===== src/rtl/intr_arb_pkg.sv =====
// Shared types and helpers for the interrupt arbiter.
package intr_arb_pkg;

    // Handshake states: waiting for ack, waiting for vector, presenting vector
    typedef enum logic [1:0] {
        IDLE    = 2'd0,
        GRANT   = 2'd1,
        PRESENT = 2'd2
    } state_t;

    // Upper bound on NLEVELS*NDEV supported by the one-hot helper
    localparam int GRANT_MAX = 1024;

    // Width needed to index n items; never less than one bit
    function automatic int clog2w(input int n);
        int w;
        for (w = 0; (1 << w) < n; w++) begin
        end
        return (w < 1) ? 1 : w;
    endfunction

    // One-hot grant vector for device dev at level lvl (caller casts to its width)
    function automatic logic [GRANT_MAX-1:0] to_onehot(input int lvl, input int dev,
                                                        input int ndev);
        logic [GRANT_MAX-1:0] one;
        one = {{(GRANT_MAX-1){1'b0}}, 1'b1};
        return one << (lvl * ndev + dev);
    endfunction

endpackage


===== src/rtl/intr_arb_prio_pick.sv =====
// Per-level device picker: first requesting device at or after ptr, wrapping.
// With ptr tied to zero this reduces to a fixed lowest-index priority encoder.
module prio_pick #(
    parameter int NDEV = 4,
    parameter int PW   = 2
) (
    input  logic [NDEV-1:0] req,
    input  logic [PW-1:0]   ptr,
    output logic            any,
    output logic [PW-1:0]   idx
);

    // Scan devices starting from ptr and keep the first requester
    always_comb begin
        int unsigned j;
        any = 1'b0;
        idx = '0;
        for (int k = 0; k < NDEV; k++) begin
            j = (int'(ptr) + k) % NDEV;
            if (!any && req[j]) begin
                any = 1'b1;
                idx = PW'(j);
            end
        end
    end

endmodule


===== src/rtl/intr_arb.sv =====
// Interrupt arbiter: picks the highest eligible level above the CPU IPL,
// grants one device on CPU ack, captures its vector and presents it.
// Optional macro INTR_ARB_RR_EN: round-robin device selection within a level
// (per-level pointer advanced past the winner on each successful capture).
module intr_arb
    import intr_arb_pkg::*;
#(
    parameter int NLEVELS = 8,
    parameter int NDEV    = 4,
    parameter int VEC_W   = 9,
    parameter int TMO     = 16
) (
    input  logic                               clk,
    input  logic                               reset,
    input  logic [clog2w(NLEVELS)-1:0]         ipl,
    input  logic [NLEVELS*NDEV-1:0]            req,
    output logic                               int_pending,
    input  logic                               int_ack,
    output logic [NLEVELS*NDEV-1:0]            grant,
    input  logic                               dev_vec_valid,
    input  logic [VEC_W-1:0]                   dev_vec,
    output logic                               vec_valid,
    output logic [VEC_W-1:0]                   vec,
    output logic [clog2w(NLEVELS)-1:0]         vec_level,
    input  logic                               vec_taken,
    output logic                               timeout_err
);

    localparam int LW = clog2w(NLEVELS);
    localparam int DW = clog2w(NDEV);
    localparam int GW = NLEVELS * NDEV;
    localparam int CW = clog2w(TMO);

    state_t                        state;
    logic [CW-1:0]                 cnt;
    logic [LW-1:0]                 lvl_q;
    logic [NLEVELS-1:0]            lvl_any;
    logic [NLEVELS-1:0][DW-1:0]    lvl_idx;
    logic [NLEVELS-1:0][DW-1:0]    lvl_ptr;
    logic                          any_elig;
    logic [LW-1:0]                 win_lvl;
    logic [DW-1:0]                 win_dev;

`ifdef INTR_ARB_RR_EN
    logic [DW-1:0]                 dev_q;
`else
    assign lvl_ptr = '0;
`endif

    // One device picker per level
    for (genvar l = 0; l < NLEVELS; l++) begin : g_lvl
        prio_pick #(.NDEV(NDEV), .PW(DW)) u_pick (
            .req (req[l*NDEV +: NDEV]),
            .ptr (lvl_ptr[l]),
            .any (lvl_any[l]),
            .idx (lvl_idx[l])
        );
    end

    // Highest eligible level wins; level 0 can never beat any IPL
    always_comb begin
        any_elig = 1'b0;
        win_lvl  = '0;
        win_dev  = '0;
        for (int l = 1; l < NLEVELS; l++) begin
            if (lvl_any[l] && (LW'(l) > ipl)) begin
                any_elig = 1'b1;
                win_lvl  = LW'(l);
                win_dev  = lvl_idx[l];
            end
        end
    end

    // Handshake FSM with registered outputs
    always_ff @(posedge clk) begin
        if (reset) begin
            state       <= IDLE;
            int_pending <= 1'b0;
            grant       <= '0;
            vec_valid   <= 1'b0;
            vec         <= '0;
            vec_level   <= '0;
            timeout_err <= 1'b0;
            cnt         <= '0;
            lvl_q       <= '0;
`ifdef INTR_ARB_RR_EN
            dev_q       <= '0;
            lvl_ptr     <= '0;
`endif
        end else begin
            timeout_err <= 1'b0;
            case (state)
                IDLE: begin
                    // Winner is re-evaluated at ack; a vanished request is a passive release
                    if (int_ack && int_pending && any_elig) begin
                        state       <= GRANT;
                        grant       <= GW'(to_onehot(int'(win_lvl), int'(win_dev), NDEV));
                        lvl_q       <= win_lvl;
`ifdef INTR_ARB_RR_EN
                        dev_q       <= win_dev;
`endif
                        cnt         <= '0;
                        int_pending <= 1'b0;
                    end else begin
                        int_pending <= any_elig;
                    end
                end
                GRANT: begin
                    int_pending <= 1'b0;
                    // Capture has priority over a coincident timeout
                    if (dev_vec_valid) begin
                        vec       <= dev_vec;
                        vec_level <= lvl_q;
                        vec_valid <= 1'b1;
                        grant     <= '0;
                        state     <= PRESENT;
`ifdef INTR_ARB_RR_EN
                        lvl_ptr[lvl_q] <= (dev_q == DW'(NDEV - 1)) ? '0 : dev_q + 1'b1;
`endif
                    end else if (cnt == CW'(TMO - 1)) begin
                        grant       <= '0;
                        timeout_err <= 1'b1;
                        state       <= IDLE;
                    end else begin
                        cnt <= cnt + 1'b1;
                    end
                end
                PRESENT: begin
                    int_pending <= 1'b0;
                    if (vec_taken) begin
                        vec_valid <= 1'b0;
                        state     <= IDLE;
                    end
                end
                default: state <= IDLE;
            endcase
        end
    end

endmodule


===== config.mk =====
export PLATFORM = sky130hd
export DESIGN_NAME = intr_arb
export DESIGN_NICKNAME = d
export VERILOG_FILES = /design/src/rtl/intr_arb_pkg.sv /design/src/rtl/intr_arb_prio_pick.sv /design/src/rtl/intr_arb.sv
export SDC_FILE = /design/constraint.sdc
export NUM_CORES = 1
export LEC_CHECK = 0
export ABC_CLOCK_PERIOD_IN_PS = 8320
export CORE_MARGIN = 5
export CORE_UTILIZATION = 25
export DETAILED_ROUTE_END_ITERATION = 16
export PLACE_DENSITY = 0.57
export SKIP_LAST_GASP = 1
export SLEW_MARGIN = 30
export SYNTH_ARGS = -nofsm -noshare
export SYNTH_HDL_FRONTEND = slang
export SYNTH_SLANG_ARGS = --single-unit

===== constraint.sdc =====
create_clock -name clk -period 8.32 [get_ports clk]
set_input_delay 2.496 -clock clk [delete_from_list [all_inputs] [get_ports clk]]
set_output_delay 2.496 -clock clk [all_outputs]
set_load 0.01 [all_outputs]

==> summary.txt, run 1 <==
Detailed routing
  • # DRC: 0
  • Post-Route WL: 7000 µm
  • Starting DRT DRC Count: 120
  • Drt pass-1 iters: 4
  • Via count: 2,526
  • Post-route ant nets: 0
  • Wire length per cell: 13.0 µm
  • Vias per inst: between 4 and 5

Yosys
  • Mapped Area: 2550 µm²
  • Most area-hungry cell type in the Yosys netlist: dfxtp_1
  • Post-synthesis sequential area ratio: 0.439
  • Distinct cells, synth: 49
  • Post-Syn Instances: 317
  • Area share of the largest cell type after synthesis: 0.439
  • Top FF cell, synth: dfxtp_1
  • Syn Area/Cell: 8.05 µm²
  • Synth area leaders: dfxtp_1, nand2_1, a21oi_1
  • Ys async rst share: 0
  • Synth Net Count: 371
  • Post-synth EDFFs: 0
  • Ys Warns: 0
  • Post-synth top cells: nand2_1, dfxtp_1, a21oi_1
  • Flops & latches, synth: between 50 and 60
  • Count leader, synth: nand2_1

Worst setup path
  • CP Data Arrival Time: 5290 ps
  • Crit Path Max Fanout: 15
  • Crit path launch: ipl[2]
  • CP cell instances: clkdlybuf4s50_1 -> or4_1 -> a211oi_1 -> o2111ai_1 -> and3_2 -> o21ai_0 -> o21ai_0
  • Critical path endpoint category: flip-flop
  • Crit Reg-Reg Endpoint: grant[4]$_SDFFE_PP0P_
  • Crit path required time: 8480 ps
  • Top cell by count, worst path: o21ai_0
  • Reg2Reg Setup Slack: 5740 ps
  • Crit path launch type: input pin
  • Reg-to-reg startpoint: state[0]$_SDFFE_PP0P_
  • CP top delay family: compound AO/OA/AOI/OAI gates
  • Reg2Reg Depth: 7
  • Buf/Inv on CP: 1
  • Slowest cell on the critical path: clkdlybuf4s50_1
  • Max incr delay on CP: 640 ps
  • CP Depth: 7
  • WS Path Type: in -> reg

Clock network
  • CTS H-tree depth: 2
  • CTS tree: built
  • Num Clock Sinks: 56
  • Post CTS Setup Buffer Count: 0
  • Clock Tree Buf Depth: 2
  • Clock Latency Late Sink: 300 ps
  • CTS Hold Bufs: 0
  • Post-cts sizing count: 0
  • Clock tree root buffer cell: clkbuf_8
  • Inserted Clock Buffers: 5
  • Clk slew on worst S/H paths: approximately 90 ps

GRT
  • First-pass GRT wire length: 11,700 µm
  • Pin count of the biggest net entering global routing: 33
  • Vias in the first global route: roughly 2,400
  • Antenna violations before repair: 0
  • GRT Util Overall: 0.112
  • GRT overflow: 0

Min path
  • Worst hold start: vec[4]$_SDFFE_PP0P_
  • Min-delay worst type: reg -> reg
  • Cells on Worst Hold Path: 2
  • Worst Hold End: vec[4]$_SDFFE_PP0P_

Timing
  • Worst-margin pin slew: 879 ps
  • Worst relative slew slack: 0.408
  • Setup TNS: 0 ps
  • Max Clock Freq: 195 MHz
  • Layout Skew: ~7 ps
  • Slew Viols, Final: 0
  • Final period util: 0.617
  • Final Critical Period: between 5000 and 6000 ps
  • Finish-stage setup viols: 0
  • Unrepaired setup endpoints after global routing: no
  • Endpoints failing hold: 0
  • Final WS setup: around 3200 ps

Die
  • Chip width: 111 µm
  • Row cnt: 36
  • Starting density of the core: 0.259
  • Die area: 12,300 µm²
  • Core region area: a little under 10,000 µm²
  • Die height: 111 µm
  • Top-Level Pins: 96

Cells and area
  • Register area: ~1100 µm²
  • Fin nets: 460
  • Area grow syn2layout: 44.9%
  • Layout cell share with drive strength beyond 1: 0.0639
  • Fillers: 995
  • Multi-input logic area: 1360 µm²
  • ANT cells: 0

Placed design
  • Pre-CTS setup slack: 2830 ps
  • Hpwl dp: 5580 µm
  • Gpl congestion: 0.793
  • Port bufs: 91

Flow run
  • Maxcap violations: 0

Run status
  • Run status: complete, no violations

Pwr
  • Worst vdd ir: 0.0000841 V
  • Static Leakage: around 1.3 nW
  • PD cells: 141 nW/µm²
-- worst reg2reg max path, stage by stage, from the launching register on --
cell     delay, ps
dfxtp_1        350
inv_1           90
ha_1           270
inv_1          150
nor4_1         790
nand2_1        150
or4_1          540
o21ai_0        180
-- how the worst max path moves through the flow --
stage	slack (ps)	endpoint
after floorplan	3810	grant[13]$_SDFFE_PP0P_
after global placement	2850	grant[14]$_SDFFE_PP0P_
after detailed placement	2830	grant[10]$_SDFFE_PP0P_
after CTS	3160	grant[10]$_SDFFE_PP0P_
after global routing	2960	grant[26]$_SDFFE_PP0P_
final	3190	grant[10]$_SDFFE_PP0P_
-- cell families after synthesis --
group                    count (synthesis)  synth area share
flip-flops                              56             0.439
AO/OA/AOI/OAI                           93             0.237
buffers and inverters                   20            0.0309
adder cells (fa/ha/maj)                  5            0.0245
AND/OR/NAND/NOR                        140             0.257
XOR/XNOR                                 2           0.00687
multiplexers                             1           0.00392
-- metal layers --
metal,part of all wire,wire [µm],global-route usage
met3,0.055,387,0.0322
met2,0.47,3280,0.181
met5,0,0,0
met1,0.46,3230,0.143
met4,0.015,103,0.0397
-- per-stage QoR --
step / hold WS, ps / area, µm² / instances / utilization / power (mW)
3_5_place_dp: 445 / 3600 / 532 / 0.365 / 0.377
4_1_cts: 460 / 3700 / 540 / 0.375 / 0.529
5_1_grt: 482 / 3700 / 540 / 0.375 / 0.550
3_3_place_gp: 441 / 3600 / 532 / 0.365 / 0.375
6_report: 456 / 3700 / 540 / 0.375 / 0.520
2_1_floorplan: 432 / 2550 / 317 / - / 0.332
-- cell type report --
type | instances | share of cell area
clock buffers | 6 | 0.0223
clock inverters | 2 | 0.00271
inverters | 9 | 0.00914
multi-input cells | 241 | 0.367
flip-flops and latches | 56 | 0.303
well taps | 133 | 0.0450
repair buffers | 93 | 0.250
-- power breakdown --
part	internal, mW	switching, mW
clock network	0.0667	0.0836
logic	0.0430	0.0494
registers	0.274	0.00354
total	0.383	0.137
-- cell usage in the layout (no fill, tap or decap), drive strengths merged, types with 6 or more instances in the layout --
cell type and n:
a211oi 9, a21oi 26, clkbuf 6, clkdlybuf4s50 91, dfxtp 56, inv 9, nand2 69, nand2b 7
nand3 10, nor2 21, o21ai 32, or4 7
-- state kept, by name, indices dropped and copies added, names as in the netlist --
register     cells
cnt              4
timeout_err      1
lvl_q            3
vec_valid        1
vec              9
state            2
grant           32
vec_level        3
int_pending      1
No activity file was read; power rests on OpenSTA's default activity.
==> inputs of run 2 (changes only) <==
ABC_CLOCK_PERIOD_IN_PS = 5000   (was 8320)
clock period = 5 ns   (was 8.32 ns; I/O delays follow)
==> run 2 against run 1 <==
  * Register-to-register slack got worse by 3400 ps
  * Setup slack worse by 2200 ps
  * Global-route usage up 0.076 points
  * Cell area up 0.54%
  * Highest routed layer unchanged
  * Critical path depth grew 1
  * Die area did not move
  * Largest power group unchanged
  * Critical path type unchanged
  * Power grew 68%
  * Clock skew grew 5.6 ps
  * Sequential share of layout area shrank 0.16 points
  * Wire length grew 1.0%
  * Cell count is 0.37% higher
==> summary.txt, run 2 (synthesis results as in run 1) <==
Die
  • Row cnt: 36 (unchanged)
  • Core region area: 9860 µm² (unchanged)
  • Chip width: 111 µm (unchanged)
  • Die area: 12,300 µm² (unchanged)
  • Starting density of the core: 0.259 (unchanged)
  • Top-Level Pins: 96 (unchanged)
  • Die height: 111 µm (unchanged)

Worst setup path
  • Buf/Inv on CP: 2 (+1)
  • Crit path required time: 5220 ps (-3260 ps)
  • CP top delay family: compound AO/OA/AOI/OAI gates
  • Max incr delay on CP: 600 ps (-40 ps)
  • CP Data Arrival Time: 4200 ps (-1090 ps)
  • Critical path endpoint category: flip-flop
  • CP cell instances: clkdlybuf4s50_1 -> or4_1 -> a222oi_1 -> a41oi_1 -> a31oi_2 -> buf_4 -> nand2_1 -> o21ai_0
  • Crit Path Max Fanout: 32 (+17)
  • WS Path Type: in -> reg
  • Crit path launch type: input pin
  • Slowest cell on the critical path: or4_1

GRT
  • Vias in the first global route: 2,532 (+5.0%)
  • GRT overflow: 0 (unchanged)
  • First-pass GRT wire length: 11,900 µm (+1.4%)
  • GRT Util Overall: 0.113 (+0.000760)
  • Pin count of the biggest net entering global routing: 33 (unchanged)
  • Antenna violations before repair: 0 (unchanged)

Timing
  • Final period util: 0.795
  • Layout Skew: 12.7 ps (+5.60 ps)
  • Endpoints failing hold: 0 (unchanged)
  • Finish-stage setup viols: 0 (unchanged)
  • Unrepaired setup endpoints after global routing: no
  • Setup TNS: 0 ps (unchanged)
  • Worst relative slew slack: 0.386 (-0.0219)
  • Slew Viols, Final: 0 (unchanged)
  • Final Critical Period: 3970 ps
  • Worst-margin pin slew: 912 ps (+32.5 ps)
  • Max Clock Freq: around 250 MHz

Pwr
  • Worst vdd ir: 0.000115 V (+37%)
  • Static Leakage: 1.28 nW (+0.18%)
  • Pwr Total: 871 µW (+68%)
  • PD cells: 234 nW/µm² (+67%)

Clock network
  • Post CTS Setup Buffer Count: 0 (unchanged)
  • Post-cts sizing count: 0 (unchanged)
  • CTS tree: built
  • Clock Latency Late Sink: 300 ps (about the same)
  • Num Clock Sinks: 56 (unchanged)
  • Inserted Clock Buffers: 5 (unchanged)
  • Clk slew on worst S/H paths: 90 ps (about the same)
  • CTS Hold Bufs: 0 (unchanged)
  • Clock tree root buffer cell: clkbuf_8
  • CTS H-tree depth: 2 (unchanged)
  • Clock Tree Buf Depth: 2 (unchanged)

Detailed routing
  • Vias per inst: 4.70 (+0.58%)
  • Via count: 2,550 (+0.95%)
  • # DRC: 0 (unchanged)
  • Starting DRT DRC Count: 140 (+17%)
  • Post-route ant nets: 0 (unchanged)
  • Post-Route WL: 7070 µm (+1.0%)
  • Wire length per cell: 13.0 µm (+0.63%)
  • Drt pass-1 iters: 4 (unchanged)

Cells and area
  • Most common cell after layout, fill and taps aside: clkdlybuf4s50_1
  • Non-Filler Instances: 542 (+0.37%)
  • ANT cells: 0 (unchanged)
  • Largest regs: grant: 32 flops, vec: 9 flops, cnt: 4 flops
  • Commonest cells after routing, fill and taps aside: clkdlybuf4s50_1, nand2_1, dfxtp_1
  • Reg with most FFs: grant
  • Fin nets: 462 (+0.43%)
  • Max FFs per register: 32 (unchanged)
  • Layout cell share with drive strength beyond 1: 0.0685 (+0.00458)
  • Cell area after layout: 3720 µm² (+0.54%)
  • Area grow syn2layout: 45.7%

Placed design
  • Placed cell count: 534 (+0.38%)
  • Gpl congestion: 0.771 (-2.8%)
  • Port bufs: 91 (unchanged)
  • Post-DP Area: 3620 µm² (+0.42%)
  • Hpwl dp: 5610 µm (+0.66%)

Run status
  • Run status: complete, no violations

Flow run
  • Maxcap violations: 0 (unchanged)

Min path
  • Min-delay worst type: reg -> reg
run 2: cell count changes in the layout (fill, tap and decap cells not counted), sizes merged:
cell,previous run,this run
clkinvlp,0,2
buf,2,4
clkinv,2,0
run 2: worst min-delay path: stages, from the launching register on:
cell     delay, ps
dfxtp_1        320
nand2_1         50
a21oi_1         50
run 2: report_power, final:
| group | internal, mW | total [mW] | switching, mW |
|---|---|---|---|
| logic | 0.0730 | 0.156 | 0.0832 |
| clock network | 0.112 | 0.254 | 0.142 |
| registers | 0.455 | 0.461 | 0.00616 |
run 2: cell type report:
type / instances / area (µm²)
timing repair buffer: 95 / 941
tap: 133 / 166
fill: 1024 / 6150
inverter: 9 / 33.8
multi-input combinational: 241 / 1360
sequential: 56 / 1120
clock inverter: 2 / 15.0
clock buffer: 6 / 82.6
run 2: routing by layer:
| layer | wire, µm | vias up | GRT usage |
|---|---|---|---|
| met5 | 0 | - | 0 |
| met4 | 104 | 0 | 0.0357 |
| met3 | 350 | 7 | 0.0240 |
| met2 | 3220 | 77 | 0.184 |
| met1 | 3390 | 1157 | 0.150 |
| li1 | - | 1309 | - |
run 2: final timing paths:
path / end / startpoint / slack [ps] / cells after the start
worst max-delay path: grant[31]$_SDFFE_PP0P_ / req[6] / 1030 / 8
worst min-delay path: vec[4]$_SDFFE_PP0P_ / vec[4]$_SDFFE_PP0P_ / 460 / 2
worst max register to register: grant[6]$_SDFFE_PP0P_ / state[0]$_SDFFE_PP0P_ / 2390 / 7
worst min register to register: vec[4]$_SDFFE_PP0P_ / vec[4]$_SDFFE_PP0P_ / 460 / 2
run 2: stage by stage:
step	setup WS (ps)	hold slack [ps]	utilization
global route	808	487	0.377
floorplan	1490	432	-
detailed placement	757	446	0.367
CTS	1060	464	0.377
global placement	808	441	0.367
finish	1030	458	0.377
==> inputs of run 3 (changes only) <==
ABC_CLOCK_PERIOD_IN_PS = 3400   (was 5000)
PLACE_DENSITY = 0.59   (was 0.57)
clock period = 3.4 ns   (was 5 ns; I/O delays follow)
==> run 3 against run 2 <==
  * Cell area grew 5.8%
  * Die area unchanged
  * Global-route usage grew 0.092 points
  * Core utilization rose by 2.2 points
  * Sequential cell count unchanged
  * Wire length increased by 3.3%
  * Combinational power increased by 65%
  * Clock skew down 4.4 ps
  * Sequential share of layout area is 1.7 points lower
  * Critical path depth fell by 1
  * Cell count grew 5.0%
  * Power rose by 50%
  * Largest cell class unchanged
==> summary.txt, run 3 (synthesis results as in run 1) <==
Run status
  • Run status: complete, no violations

GRT
  • First-pass GRT wire length: 12,000 µm (+0.98%)
  • Pin count of the biggest net entering global routing: 33 (unchanged)
  • Antenna violations before repair: 0 (unchanged)
  • GRT Util Overall: 0.114 (+0.000924)
  • Vias in the first global route: 2,620 (+3.5%)
  • GRT overflow: 0 (unchanged)

Worst setup path
  • Max incr delay on CP: 580 ps (-20 ps)
  • WS Path Type: in -> reg
  • Buf/Inv on CP: 1 (-1)
  • Critical path endpoint category: flip-flop
  • Crit path required time: 3630 ps (-1590 ps)
  • Crit path launch type: input pin
  • CP Data Arrival Time: 3490 ps (-710 ps)
  • CP top delay family: compound AO/OA/AOI/OAI gates
  • Slowest cell on the critical path: or4_4
  • CP cell instances: clkdlybuf4s50_1 -> or4_4 -> a22o_1 -> o32a_1 -> a211o_1 -> or3_4 -> o21ai_2
  • Crit Path Max Fanout: 7 (-78%)

Clock network
  • Post CTS Setup Buffer Count: 0 (unchanged)
  • CTS Hold Bufs: 0 (unchanged)
  • Clock tree root buffer cell: clkbuf_8
  • Post-cts sizing count: 0 (unchanged)
  • Inserted Clock Buffers: 5 (unchanged)
  • Clk slew on worst S/H paths: 100 ps (about the same)
  • CTS tree: built
  • CTS H-tree depth: 2 (unchanged)
  • Clock Latency Late Sink: 300 ps (about the same)
  • Num Clock Sinks: 56 (unchanged)
  • Clock Tree Buf Depth: 2 (unchanged)

Pwr
  • Sw frac: 0.260 (-0.00493)
  • Gate power share: 0.198 (+0.019)
  • Static Leakage: 1.41 nW (+10%)
  • Sequential Power Share: 0.520 (-0.009)
  • Clock share of power: 0.282 (-0.009)
  • Worst vdd ir: 0.000182 V (+58%)
  • PD cells: 331 nW/µm² (+41%)
  • P_sw: 339 µW (+47%)
  • Cell Int Power: 964 µW (+51%)

Timing
  • Max Clock Freq: 307 MHz
  • Final Critical Period: 3260 ps
  • Worst-margin pin slew: 533 ps (-379 ps)
  • Final period util: 0.959
  • Worst relative slew slack: 0.645 (+0.258)
  • Setup TNS: 0 ps (unchanged)
  • Layout Skew: 8.31 ps (-4.44 ps)
  • Unrepaired setup endpoints after global routing: no
  • Endpoints failing hold: 0 (unchanged)
  • Finish-stage setup viols: 0 (unchanged)
  • Slew Viols, Final: 0 (unchanged)

Die
  • Row cnt: 36 (unchanged)
  • Starting density of the core: 0.259 (unchanged)
  • Die area: 12,300 µm² (unchanged)
  • Core region area: 9860 µm² (unchanged)
  • Chip width: 111 µm (unchanged)
  • Die height: 111 µm (unchanged)
  • Top-Level Pins: 96 (unchanged)

Detailed routing
  • Vias per inst: 4.62 (-1.8%)
  • Wire length per cell: 12.8 µm (-1.6%)
  • Starting DRT DRC Count: 138 (-1.4%)
  • Post-Route WL: 7300 µm (+3.3%)
  • Via count: 2,629 (+3.1%)
  • Drt pass-1 iters: 4 (unchanged)
  • # DRC: 0 (unchanged)
  • Post-route ant nets: 0 (unchanged)

Cells and area
  • Max FFs per register: 32 (unchanged)
  • ANT cells: 0 (unchanged)
  • Commonest cells after routing, fill and taps aside: clkdlybuf4s50_1, nand2_1, dfxtp_1
  • Fillers: 990 (-3.3%)
  • Layout cell share with drive strength beyond 1: 0.126 (+0.0577)
  • Largest regs: grant: 32 flops, vec: 9 flops, cnt: 4 flops
  • Area grow syn2layout: 54.1%
  • Final core utilization: 0.399 (+0.0218)
  • Most common cell after layout, fill and taps aside: clkdlybuf4s50_1
  • Reg with most FFs: grant
  • Fin nets: 489 (+5.8%)

Placed design
  • Gpl congestion: 0.828 (+7.4%)
  • Port bufs: 91 (unchanged)
  • Hpwl dp: 5930 µm (+5.6%)

Min path
  • Min-delay worst type: reg -> reg

Flow run
  • Maxcap violations: 0 (unchanged)
==> run 3: cell types whose count changed in the layout (fill, tap and decap cells not counted), sizes merged <==
cell	before	now
buf	4	31
==> run 3: final cells by class <==
class	count	area [µm²]	area share
Tap cell	133	166	0.0423
Timing Repair Buffer	122	1160	0.294
Multi-Input combinational cell	241	1360	0.345
Clock buffer	6	82.6	0.0210
Sequential cell	56	1120	0.285
Inverter	9	33.8	0.00859
Clock inverter	2	15.0	0.00382
==> run 3: final timing paths <==
| kind | startpoint | to | slack, ps | cells after the start |
|---|---|---|---|---|
| max | req[13] | grant[13]$_SDFFE_PP0P_ | 140 | 7 |
| min reg2reg | vec_level[1]$_SDFFE_PP0P_ | vec_level[1]$_SDFFE_PP0P_ | 460 | 2 |
| min | vec_level[1]$_SDFFE_PP0P_ | vec_level[1]$_SDFFE_PP0P_ | 460 | 2 |
| max reg2reg | state[0]$_SDFFE_PP0P_ | grant[4]$_SDFFE_PP0P_ | 1240 | 8 |
==> run 3: power groups by stage <==
| stage | clock, mW | combinational [mW] | sequential [mW] |
|---|---|---|---|
| global placement | 0 | 0.255 | 0.694 |
| CTS | 0.384 | 0.260 | 0.678 |
| detailed placement | 0 | 0.259 | 0.693 |
| finish | 0.367 | 0.258 | 0.678 |
| global route | 0.409 | 0.283 | 0.680 |
| floorplan | 0 | 0.116 | 0.696 |
==> run 3: worst reg2reg max path, cell delays in order (launching register included) <==
cell and delay, ps:
dfxtp_1 360, inv_1 90, ha_1 250, inv_1 140, nor4_1 310, buf_4 190, nand2_1 70, or4_1 520
o21ai_0 180
==> run 3: layer usage <==
layer  vias up  global-route usage  wire, µm
li1       1364                   -         -
met1      1198               0.139      3340
met2        59               0.195      3470
met3         8              0.0267       363
met4         0              0.0406       125
met5         -                   0         0
==> run 3: stage by stage <==
step	instance area [µm²]	cells	worst slack, ps	power, mW	hold slack, ps
2_1_floorplan	2550	317	371	0.811	432
3_3_place_gp	3830	561	-141	0.948	440
3_5_place_dp	3830	561	-175	0.953	445
4_1_cts	3930	569	146	1.32	461
5_1_grt	3930	569	85.7	1.37	488
6_report	3930	569	140	1.30	459
==> RTL edit 1 (config.mk and constraints of run 3) <==
The parameter `NLEVELS` goes from 8 to 10.
--- a/src/rtl/intr_arb.sv
+++ b/src/rtl/intr_arb.sv
@@ -6,5 +6,5 @@
     import intr_arb_pkg::*;
 #(
-    parameter int NLEVELS = 8,
+    parameter int NLEVELS = 10,
     parameter int NDEV    = 4,
     parameter int VEC_W   = 9,
Ports: changed (resized grant, ipl, req and vec_level); port bits go from 96 to 114. The function was not compared with the original's and may differ.
==> RTL edit 1 against run 3 <==
Sequential share of layout area decreased by 3.0 points. Synthesized area is 26% higher. Via count up 28%. Cell area is 32% higher. Routed wire length rose by 37%. Non-clock buffer count increased by 45. Clock skew fell by 0.00089 ns. Sequential cell count up 10. Total power is 59% higher. Worst setup slack improved by 0.061 ns. Critical path type unchanged. Highest routed layer unchanged.
==> RTL edit 1: results (changes against run 3) <==
INFO  metric status = finished, final reports clean (unchanged)
INFO  metric cts_inserted_buffers = 9 (was 5)
INFO  metric wl_met3 = 549 um (was 363 um)
INFO  metric buffer_ports.inserted = 109 (was 91)
INFO  metric aggregate_global_route_resource_usage = 0.136 (was 0.114)
INFO  metric clockBufferCount = 11 (was 6)
INFO  metric wire_length_of_the_first_global_routing_pass = 16.5 mm (was 12.0 mm)
INFO  metric power.leakage = 1.94 nW (was 1.41 nW)
INFO  metric synth-seq-area-share = 0.412 (was 0.439)
INFO  metric ctsHtreeMaxLevel = 3 (was 2)
INFO  metric clock_tree.root_cell = sky130_fd_sc_hd__clkbuf_16 (was sky130_fd_sc_hd__clkbuf_8)
INFO  metric crit_end = cnt[3] (was grant[13])
INFO  metric min-delay-start = grant[36] (was vec_level[1])
INFO  metric inverters = 13 (was 9)
INFO  metric clock_cell_area_share = 0.0566 (was 0.0248)
INFO  metric leading_post_synthesis_cells_by_instance_count = sky130_fd_sc_hd__dfxtp_1, sky130_fd_sc_hd__nand2_1, sky130_fd_sc_hd__nor2_1, sky130_fd_sc_hd__a21oi_1, sky130_fd_sc_hd__o21ai_0 (was sky130_fd_sc_hd__nand2_1, sky130_fd_sc_hd__dfxtp_1, sky130_fd_sc_hd__a21oi_1, sky130_fd_sc_hd__o21ai_0, sky130_fd_sc_hd__nor2_1)
INFO  metric placement.cell_area = 4880 um2 (was 3830 um2)
INFO  metric hold_slack = 0.445 ns (was 0.459 ns)
INFO  metric synth_area_leaders = sky130_fd_sc_hd__dfxtp_1, sky130_fd_sc_hd__nand2_1, sky130_fd_sc_hd__a21oi_1 (unchanged)
INFO  metric synth_adder_area_share = 0.0195 (was 0.0245)
INFO  metric critical_path.reg2reg.startpoint = state[1] (was state[0])
INFO  metric synth-xor-area-share = 0.00819 (was 0.00687)
INFO  metric post_synthesis_compound_gate_area_fraction = 0.248 (was 0.237)
INFO  metric final_cell_area = 5180 um2 (was 3930 um2)
INFO  metric synth.mux.area_fraction = 0.00312 (was 0.00392)
INFO  metric drive_gt1_frac = 0.165 (was 0.126)
INFO  metric nFillCells = 1,275 (was 990)
==> RTL edit 1: cell types whose count changed after synthesis, moves of 6 or more <==
cell                       before  now
sky130_fd_sc_hd__o21ai_1        0   10
sky130_fd_sc_hd__a22o_1         1    8
sky130_fd_sc_hd__and2_1         5   12
sky130_fd_sc_hd__a32o_1         0    8
sky130_fd_sc_hd__o21ai_2        7    0
sky130_fd_sc_hd__dfxtp_1       56   66
sky130_fd_sc_hd__a211oi_1       9    3
sky130_fd_sc_hd__nor4_1         3    9
sky130_fd_sc_hd__o21ai_0       25   16
sky130_fd_sc_hd__nor2_1        21   33
==> RTL edit 1: per-layer routing <==
metal,track usage,vias to the layer above
met5,0,-
met4,0.0526,0
met3,0.0311,10
met2,0.222,88
met1,0.175,1539
li1,-,1730
==> RTL edit 1: power breakdown <==
part | internal, W | switching [W]
Combinational | 0.000191 | 0.000183
Clock | 0.000595 | 0.000305
Sequential | 0.000791 | 0.0000110
==> RTL edit 2 (flow settings as in run 3) <==
Without the edit above. Re-encode `state_t` (3 states) as one-hot, 3 bits wide.
--- a/src/rtl/intr_arb_pkg.sv
+++ b/src/rtl/intr_arb_pkg.sv
@@ -3,8 +3,8 @@
 
     // Handshake states: waiting for ack, waiting for vector, presenting vector
-    typedef enum logic [1:0] {
-        IDLE    = 2'd0,
-        GRANT   = 2'd1,
-        PRESENT = 2'd2
+    typedef enum logic [2:0] {
+        IDLE    = 3'b001,
+        GRANT   = 3'b010,
+        PRESENT = 3'b100
     } state_t;
 
Formal check against the unedited RTL: same outputs for any inputs over 10 cycles, from zero or initial values and one cycle with reset high; not proved beyond that.
==> RTL edit 2 against run 3 <==
Total power is 17% higher. Critical path depth stayed put. Synthesized area rose by 4.0%. Routed wire length is 5.5% higher. Cell area increased by 0.16%. Worst setup slack improved by 0.14 ns. Sequential cell count grew 1. Cell count shrank 3.0%.
==> RTL edit 2: results (changes against run 3) <==
INFO  metric arrival = 3.31 ns (was 3.49 ns)
INFO  metric drive_gt1_frac = 0.103 (was 0.126)
INFO  metric synth_cells = 313 (was 317)
INFO  metric dr.pass1.iters = 5 (was 4)
INFO  metric clockBufferCount = 12 (was 6)
INFO  metric layout.buffer.nonclock.area_share = 0.257 (was 0.294)
INFO  metric via_count_of_the_first_global_routing_pass = 2,561 (was 2,620)
INFO  metric mappedNetlistArea = 2650 um2 (was 2550 um2)
INFO  metric fin_nets = 463 (was 489)
INFO  metric crit_path_from = req[21] (was req[13])
INFO  metric inverters = 3 (was 9)
INFO  metric crit_end = grant[15] (was grant[13])
INFO  metric status = finished, final reports clean (unchanged)
INFO  metric leading_post_synthesis_cells_by_instance_count = sky130_fd_sc_hd__nand2_1, sky130_fd_sc_hd__dfxtp_1, sky130_fd_sc_hd__o31ai_1, sky130_fd_sc_hd__nor2_1, sky130_fd_sc_hd__a21oi_1 (was sky130_fd_sc_hd__nand2_1, sky130_fd_sc_hd__dfxtp_1, sky130_fd_sc_hd__a21oi_1, sky130_fd_sc_hd__o21ai_0, sky130_fd_sc_hd__nor2_1)
INFO  metric final.setup_skew = 0.0111 ns (was 0.00831 ns)
INFO  metric pre_cts_slack = -0.0330 ns (was -0.175 ns)
INFO  metric avgViaCountPerCell = 4.71 (was 4.62)
INFO  metric placement.cell_area = 3740 um2 (was 3830 um2)
INFO  metric synth-seq-area-share = 0.430 (was 0.439)
INFO  metric nFillCells = 1,038 (was 990)
INFO  metric wire_length_of_the_first_global_routing_pass = 12.6 mm (was 12.0 mm)
INFO  metric vias = 2,598 (was 2,629)
INFO  metric synth.mux.area_fraction = 0.00377 (was 0.00392)
INFO  metric synth_adder_area_share = 0.00472 (was 0.0245)
INFO  metric dp.cells = 538 (was 561)
INFO  metric seq_cell_count = 57 (was 56)
INFO  metric final_cell_area = 3940 um2 (was 3930 um2)
INFO  metric ff2ff_setup_slack = 1.43 ns (was 1.24 ns)
INFO  metric post_synthesis_compound_gate_area_fraction = 0.241 (was 0.237)
INFO  metric synth_area_leaders = sky130_fd_sc_hd__dfxtp_1, sky130_fd_sc_hd__nand2_1, sky130_fd_sc_hd__o31ai_1 (was sky130_fd_sc_hd__dfxtp_1, sky130_fd_sc_hd__nand2_1, sky130_fd_sc_hd__a21oi_1)
INFO  metric ctsHtreeMaxLevel = 3 (was 2)
INFO  metric multiInputCombCellCount = 239 (was 241)
INFO  metric power.ir.vdd_worst = 207 uV (was 182 uV)
-- RTL edit 2: cell types whose count changed after synthesis, sizes merged, moves of 5 or more --
cell / before / now
o21ai: 32 / 16
a211oi: 9 / 3
nand2b: 7 / 2
inv: 9 / 3
nand3: 10 / 4
buf: 3 / 8
and2: 5 / 10
o31ai: 0 / 26
-- RTL edit 2: cells by family (layout without fill, tap and decap cells) --
group / Yosys count / in the layout
compound gates: 88 / 88
xor+xnor: 3 / 3
fa+ha+maj: 1 / 1
buf+inv: 17 / 120
flops: 57 / 57
mux: 1 / 1
simple gates: 146 / 146
-- RTL edit 2: critical path, cell delays in order --
cell and delay, ns:
sky130_fd_sc_hd__clkdlybuf4s50_1 0.43, sky130_fd_sc_hd__or4_4 0.57, sky130_fd_sc_hd__nor3_1 0.27, sky130_fd_sc_hd__a31o_1 0.20, sky130_fd_sc_hd__nor2_1 0.07, sky130_fd_sc_hd__a21oi_1 0.57, sky130_fd_sc_hd__o31ai_1 0.17
-- RTL edit 2: worst min path at each step --
stage	slack (ns)	from	end
after global placement	0.44	grant[16]	grant[16]
after global routing	0.47	grant[31]	grant[31]
after floorplan	0.43	lvl_q[2]	vec_level[2]
after detailed placement	0.44	grant[31]	grant[31]
final	0.45	grant[31]	grant[31]
after CTS	0.46	grant[31]	grant[31]
-- RTL edit 2: routing by layer --
metal,global-route usage,share of wire,wire length (um)
met2,0.204,0.48,3700
met4,0.0232,0.0092,71
met3,0.0508,0.061,468
met1,0.147,0.45,3460
met5,0,0,0
-- RTL edit 2: power by group --
part	leakage, nW	switching (W)	internal, W
sequential	0.460	0.00000682	0.000676
combinational	0.789	0.0000998	0.0000993
clock	0.101	0.000257	0.000390
total	1.35	0.000363	0.00117
